===== config.mk =====
export PLATFORM = sky130hd
export DESIGN_NAME = arbitro_leituras_rr
export DESIGN_NICKNAME = d
export VERILOG_FILES = /design/src/rtl/arbitro_leituras_rr.sv
export SDC_FILE = /design/constraint.sdc
export NUM_CORES = 1
export LEC_CHECK = 0
export CELL_PAD_IN_SITES_DETAIL_PLACEMENT = 0
export CELL_PAD_IN_SITES_GLOBAL_PLACEMENT = 2
export CORE_AREA = 3 3 430 432
export CTS_CLUSTER_DIAMETER = 50
export DETAILED_ROUTE_END_ITERATION = 10
export DIE_AREA = 0 0 433 435
export PLACE_DENSITY = 0.44
export SYNTH_ARGS = -nofsm -noshare
export SYNTH_HDL_FRONTEND = slang
export SYNTH_SLANG_ARGS = --single-unit

===== constraint.sdc =====
create_clock -name clk -period 3.9 [get_ports clk]
set_clock_uncertainty 0.15 [all_clocks]
set_input_delay 1.17 -clock clk [delete_from_list [all_inputs] [get_ports clk]]
set_output_delay 1.17 -clock clk [all_outputs]
set_load 0.05 [all_outputs]

===== src/rtl/arbitro_leituras_rr.sv =====
// Round-robin read arbiter: grants one requester at a time, drives every memory read port with its addresses, and returns the captured data.
// Optional per-requester grant counters are enabled by defining ARB_LEITURAS_PERF_EN.
module arbitro_leituras_rr #(
    parameter int NUM_READ_PORTS   = 8,
    parameter int NUM_SOLICITACOES = 8,
    parameter int DATA_WIDTH       = 32,
    parameter int ADDR_WIDTH       = 8,
    parameter int MEM_LATENCY      = 2,
    parameter int CNT_WIDTH        = 16
) (
    input  logic                                                clk,
    input  logic                                                rst,
    input  logic [NUM_SOLICITACOES-1:0]                         req_in,
    input  logic [ADDR_WIDTH*NUM_READ_PORTS*NUM_SOLICITACOES-1:0] req_addr_in,
    output logic [NUM_SOLICITACOES-1:0]                         ready_out,
    output logic [DATA_WIDTH*NUM_READ_PORTS-1:0]                read_data_out,
    output logic                                                busy_out,
    output logic                                                read_en_out,
    output logic [ADDR_WIDTH*NUM_READ_PORTS-1:0]                read_addr_out,
    input  logic [DATA_WIDTH*NUM_READ_PORTS-1:0]                mem_read_data_in
`ifdef ARB_LEITURAS_PERF_EN
    ,
    output logic [CNT_WIDTH*NUM_SOLICITACOES-1:0]               grant_cnt_out
`endif
);

    localparam int SLICE_W = ADDR_WIDTH * NUM_READ_PORTS;
    localparam int GW      = $clog2(NUM_SOLICITACOES);
    localparam int CW      = $clog2(MEM_LATENCY + 1);
    localparam logic [CW-1:0] LAT      = CW'(MEM_LATENCY);
    localparam logic [GW-1:0] LAST_IDX = GW'(NUM_SOLICITACOES - 1);

    typedef enum logic [1:0] {
        OCIOSO  = 2'd0,
        ESPERA  = 2'd1,
        ENTREGA = 2'd2
    } estado_t;

    estado_t        state;
    logic [GW-1:0]  ptr;
    logic [GW-1:0]  grant_id;
    logic [CW-1:0]  cnt;
    logic [GW-1:0]  sel_idx;
    logic [GW-1:0]  cand_idx;
    logic           sel_valid;
    logic [SLICE_W-1:0] req_addr_arr [NUM_SOLICITACOES];

    for (genvar k = 0; k < NUM_SOLICITACOES; k++) begin : g_slice
        assign req_addr_arr[k] = req_addr_in[k*SLICE_W +: SLICE_W];
    end

    // Scan from the farthest offset down to ptr itself, so the nearest set request wins.
    always_comb begin
        // NOTE: combinational logic uses blocking '=' and gives every output a default first, so no latch is inferred.
        sel_valid = 1'b0;
        sel_idx   = '0;
        cand_idx  = '0;
        for (int i = NUM_SOLICITACOES - 1; i >= 0; i--) begin
            cand_idx = GW'((int'(ptr) + i) % NUM_SOLICITACOES);
            if (req_in[cand_idx]) begin
                sel_valid = 1'b1;
                sel_idx   = cand_idx;
            end
        end
    end

    always_ff @(posedge clk) begin
        // NOTE: sequential state uses non-blocking '<=' so every register samples pre-edge values.
        if (rst) begin
            state         <= OCIOSO;
            ptr           <= '0;
            grant_id      <= '0;
            cnt           <= '0;
            ready_out     <= '0;
            read_data_out <= '0;
            busy_out      <= 1'b0;
            read_en_out   <= 1'b0;
            read_addr_out <= '0;
        end else begin
            read_en_out <= 1'b0;
            ready_out   <= '0;
            case (state)
                OCIOSO: begin
                    if (sel_valid) begin
                        read_addr_out <= req_addr_arr[sel_idx];
                        grant_id      <= sel_idx;
                        cnt           <= LAT;
                        ptr           <= (sel_idx == LAST_IDX) ? '0 : sel_idx + GW'(1);
                        read_en_out   <= 1'b1;
                        busy_out      <= 1'b1;
                        state         <= ESPERA;
                    end
                end
                ESPERA: begin
                    if (cnt == '0) begin
                        read_data_out <= mem_read_data_in;
                        ready_out     <= {{(NUM_SOLICITACOES-1){1'b0}}, 1'b1} << grant_id;
                        state         <= ENTREGA;
                    end else begin
                        cnt <= cnt - CW'(1);
                    end
                end
                ENTREGA: begin
                    busy_out <= 1'b0;
                    state    <= OCIOSO;
                end
                default: state <= OCIOSO;
            endcase
        end
    end

`ifdef ARB_LEITURAS_PERF_EN
    logic [CNT_WIDTH-1:0] grant_cnt [NUM_SOLICITACOES];

    always_ff @(posedge clk) begin
        // NOTE: this small counter array must read zero after reset, so it is cleared element by element; large storage arrays normally are not reset.
        if (rst) begin
            for (int k = 0; k < NUM_SOLICITACOES; k++) grant_cnt[k] <= '0;
        end else if (state == OCIOSO && sel_valid && grant_cnt[sel_idx] != '1) begin
            grant_cnt[sel_idx] <= grant_cnt[sel_idx] + CNT_WIDTH'(1);
        end
    end

    for (genvar k = 0; k < NUM_SOLICITACOES; k++) begin : g_cnt
        assign grant_cnt_out[k*CNT_WIDTH +: CNT_WIDTH] = grant_cnt[k];
    end
`endif

endmodule


==> out/results.ini <==
[setup_path]
crit_type = in -> reg
start_kind = input pin
cp_top_family = compound AO/OA/AOI/OAI gates
critical_path_peak_fanout = 12
cpPeakStageDelay_ns = 0.50
r2r_end = read_addr_out[2]
crit-reg2reg-launch = ptr[0]
worst_r2r_path_depth = 16
end_kind = flop
cp_cell_sequence = dlygate4sd2_1, mux4_2, nor2b_4, a2111oi_2, a41o_2, o41ai_2, o31a_2, buf_12, buf_12, buf_4, mux2i_1, buf_4, a221o_1, a21oi_1
crit_slowest_cell = mux4_2
r2r_setup_slack_ns = 0.11
cp.arrival_ns = 4.30
crit_required_ns = 4.37
critPathBufInv = 5

[sta]
max-slew-margin-rel = 0.4338
setup_slack_ns = 0.07385
slew_viol_final = 0
hold_viol = 0
setup_viol = 0
whs_ns = 0.2992
maxClockFrequency_ghz = 0.2614
finalCriticalPeriod_ns = 3.826
fin_crit_sh = 0.9811
tightest_slew_ns = 0.8493

[place]
gp_congestion = 0.8563
dp.cells = 5414
port_buffers = 1107
place_ws_ns = -0.8925
dp_hpwl_mm = 112.3
placed_area_mm2 = 0.03198

[synth]
synthDistinctLibCells = 63
ys_seq_elements = 340
syn_nets = 2735
synth_top_flop_cell = dfxtp_1
yosys_warnings = 0
synth_edf_count = 0
avgSynthCellArea_um2 = 8.749
syn_inst = 1952
syn-cell-area_mm2 = 0.01708
seq_area_frac_synth = 0.3986
synthArstFlopShare = 0

[finish]
finish.net_count = 3932
seqCellArea_mm2 = 0.006814
multi_input_area_mm2 = 0.009484
drive_gt1_frac = 0.1620
final_area_mm2 = 0.03558
nFillCells = 20093
final_util = 0.1967
fin_cells = 5608
syn_to_final_growth_pct = 108.4

[die]
dieArea_mm2 = 0.1884
ioPinCount = 1108
die_x_um = 433
core-area_mm2 = 0.1809
rows = 156
initial_utilization = 0.09438
die_y_um = 435

[global_routing]
grt_max_degree = 81
antenna_found_initial = 80
grt_pass1_wl_mm = 184.3
grt_pass1_vias = 20762
overflow = 0
grt_usage = 0.1419

[detailed_routing]
wl_per_cell_um = 24.97
postRouteAntennaNets = 0
vias = 19722
drc = 0
viasPerCell = 3.517
routed_wl_mm = 140.0
drt-initial-drc-count = 828
dr.pass1.iters = 4

[pwr]
irDropWorstVdd_uv = 397.3
p_leak_nw = 12.92
powerDensity_mw_per_mm2 = 748.1

[worst_hold_path]
worst_hold_path.endpoint = read_data_out[141]
hold_depth = 2
hp-start = read_data_out[141]
hold_path.class = reg -> reg

[cts]
cts.root.buffer_cell = clkbuf_16
clock_latency_ns = 0.69
hold_buffers = 0
clock_tree.htree_level_count = 3
clk_pin_slew_ns = 0.04
clock_path_buffers = 3
cts_num_sinks = 340
cts_inserted_buffers = 86
cts_tree = built

[outcome]
outcome = complete, no violations

[job]
maxCapViolCount = 0

[worst reg2reg max path, stage by stage (launching register included)]
cell and delay (ns):
dfxtp_4 0.38, ha_4 0.16, xor2_2 0.15, buf_6 0.14, buf_4 0.11, mux4_2 0.51, mux2i_4 0.25, o221a_2 0.24
o41ai_2 0.06, o31a_2 0.37, buf_12 0.15, buf_12 0.16, buf_4 0.16, mux2i_1 0.16, buf_4 0.16, a221o_1 0.33
a21oi_1 0.11
[cells in the final DEF (no fill, tap or decap), types with 25 or more instances in the layout]
cell type,count
dfxtp_1,338
nand2_1,524
a221o_1,65
mux2i_1,133
clkdlybuf4s50_1,1098
a21oi_2,25
buf_4,115
buf_12,41
mux2_4,64
a21oi_1,367
o21bai_1,64
a22oi_2,64
nor2_1,26
clkbuf_16,89
[sequential cells by signal, summed over array words and instances, names as in the netlist]
name           flops
read_data_out    256
busy_out           1
read_addr_out     64
state              2
cnt                2
ready_out          8
grant_id           3
read_en_out        1
ptr                3
[cell type report]
type                    count  area share
flip-flops and latches    340      0.1915
clock inverters            44     0.02243
inverters                  13    0.001371
clock buffers             112     0.06688
repair buffers           1279      0.3665
diodes                     21    0.001477
multi-input cells        1429      0.2665
well taps                2370     0.08334
[what timing repair did]
action | in CTS | in global routing
gates cloned | 0 | 4
pin swaps | 1 | 8
resized for setup | 16 | 28
setup endpoints to repair | 64 | 66
hold endpoints to repair | 0 | 0
setup buffers | 2 | 11
[worst max-delay path by stage]
stage,start,endpoint,slack (ns),cells after the start
CTS,ptr[1],read_addr_out[20],0.0002,14
finish,req_in[0],read_addr_out[2],0.07,14
global route,ptr[0],read_addr_out[7],-0.01,16
detailed placement,req_in[0],read_addr_out[6],-0.89,12
global placement,req_in[5],read_addr_out[6],-0.89,12
floorplan,req_in[2],ptr[2],0.02,13
[synth_stat cells, drive strengths merged (3+ instances only)]
cell type  number  area [um2]
nand2         525        1971
a21oi         392        2033
dfxtp         340        6807
mux2i         142        1438
clkbuf        111       420.4
mux2           70        1028
a221o          65       650.6
a22oi          64       800.8
o21bai         64       480.5
buf            59       463.0
nor2           27       117.6
inv            13       48.80
nor3           12       76.33
mux4           10       229.0
nand2b          8       50.05
ha              5       62.56
a2111oi         3       32.53
a221oi          3       38.79
and2            3       18.77
o21ai           3       15.01
o22ai           3       18.77
[stage by stage]
| step | setup TNS [ns] | total power (W) |
|---|---|---|
| after CTS | 0 | 0.02679 |
| after global routing | -0.06490 | 0.02804 |
| after global placement | -49.33 | 0.01847 |
| final | 0 | 0.02662 |
| after floorplan | 0 | 0.01269 |
| after detailed placement | -52.80 | 0.01840 |
[where the power goes]
| group | internal, W | total [W] | leakage, nW | switching (W) |
|---|---|---|---|---|
| Sequential | 0.00405 | 0.00441 | 2.78 | 0.000365 |
| Clock | 0.00537 | 0.00798 | 1.55 | 0.00261 |
| Combinational | 0.00629 | 0.0142 | 8.59 | 0.00794 |
[cell families (layout without fill, tap and decap cells)]
logic type	count (synthesis)	in the layout	synth area share
AOI/OAI and AO/OA	614	614	0.2488
xor gates and xnor gates	3	3	0.001979
adders and majority gates	5	5	0.003663
buffers and inverters	183	1448	0.05458
DFF	340	340	0.3986
muxes	222	222	0.1578
other	0	21	0
and+or+nand+nor	585	585	0.1346
[metal layers]
metal / routed length, um / GRT usage / share of wire
met1: 46920 / 0.1316 / 0.34
met4: 4355 / 0.05204 / 0.031
met5: 202 / 0 / 0.0014
met3: 11580 / 0.05368 / 0.083
met2: 76950 / 0.2769 / 0.55
(Power assumes the default switching activity.)
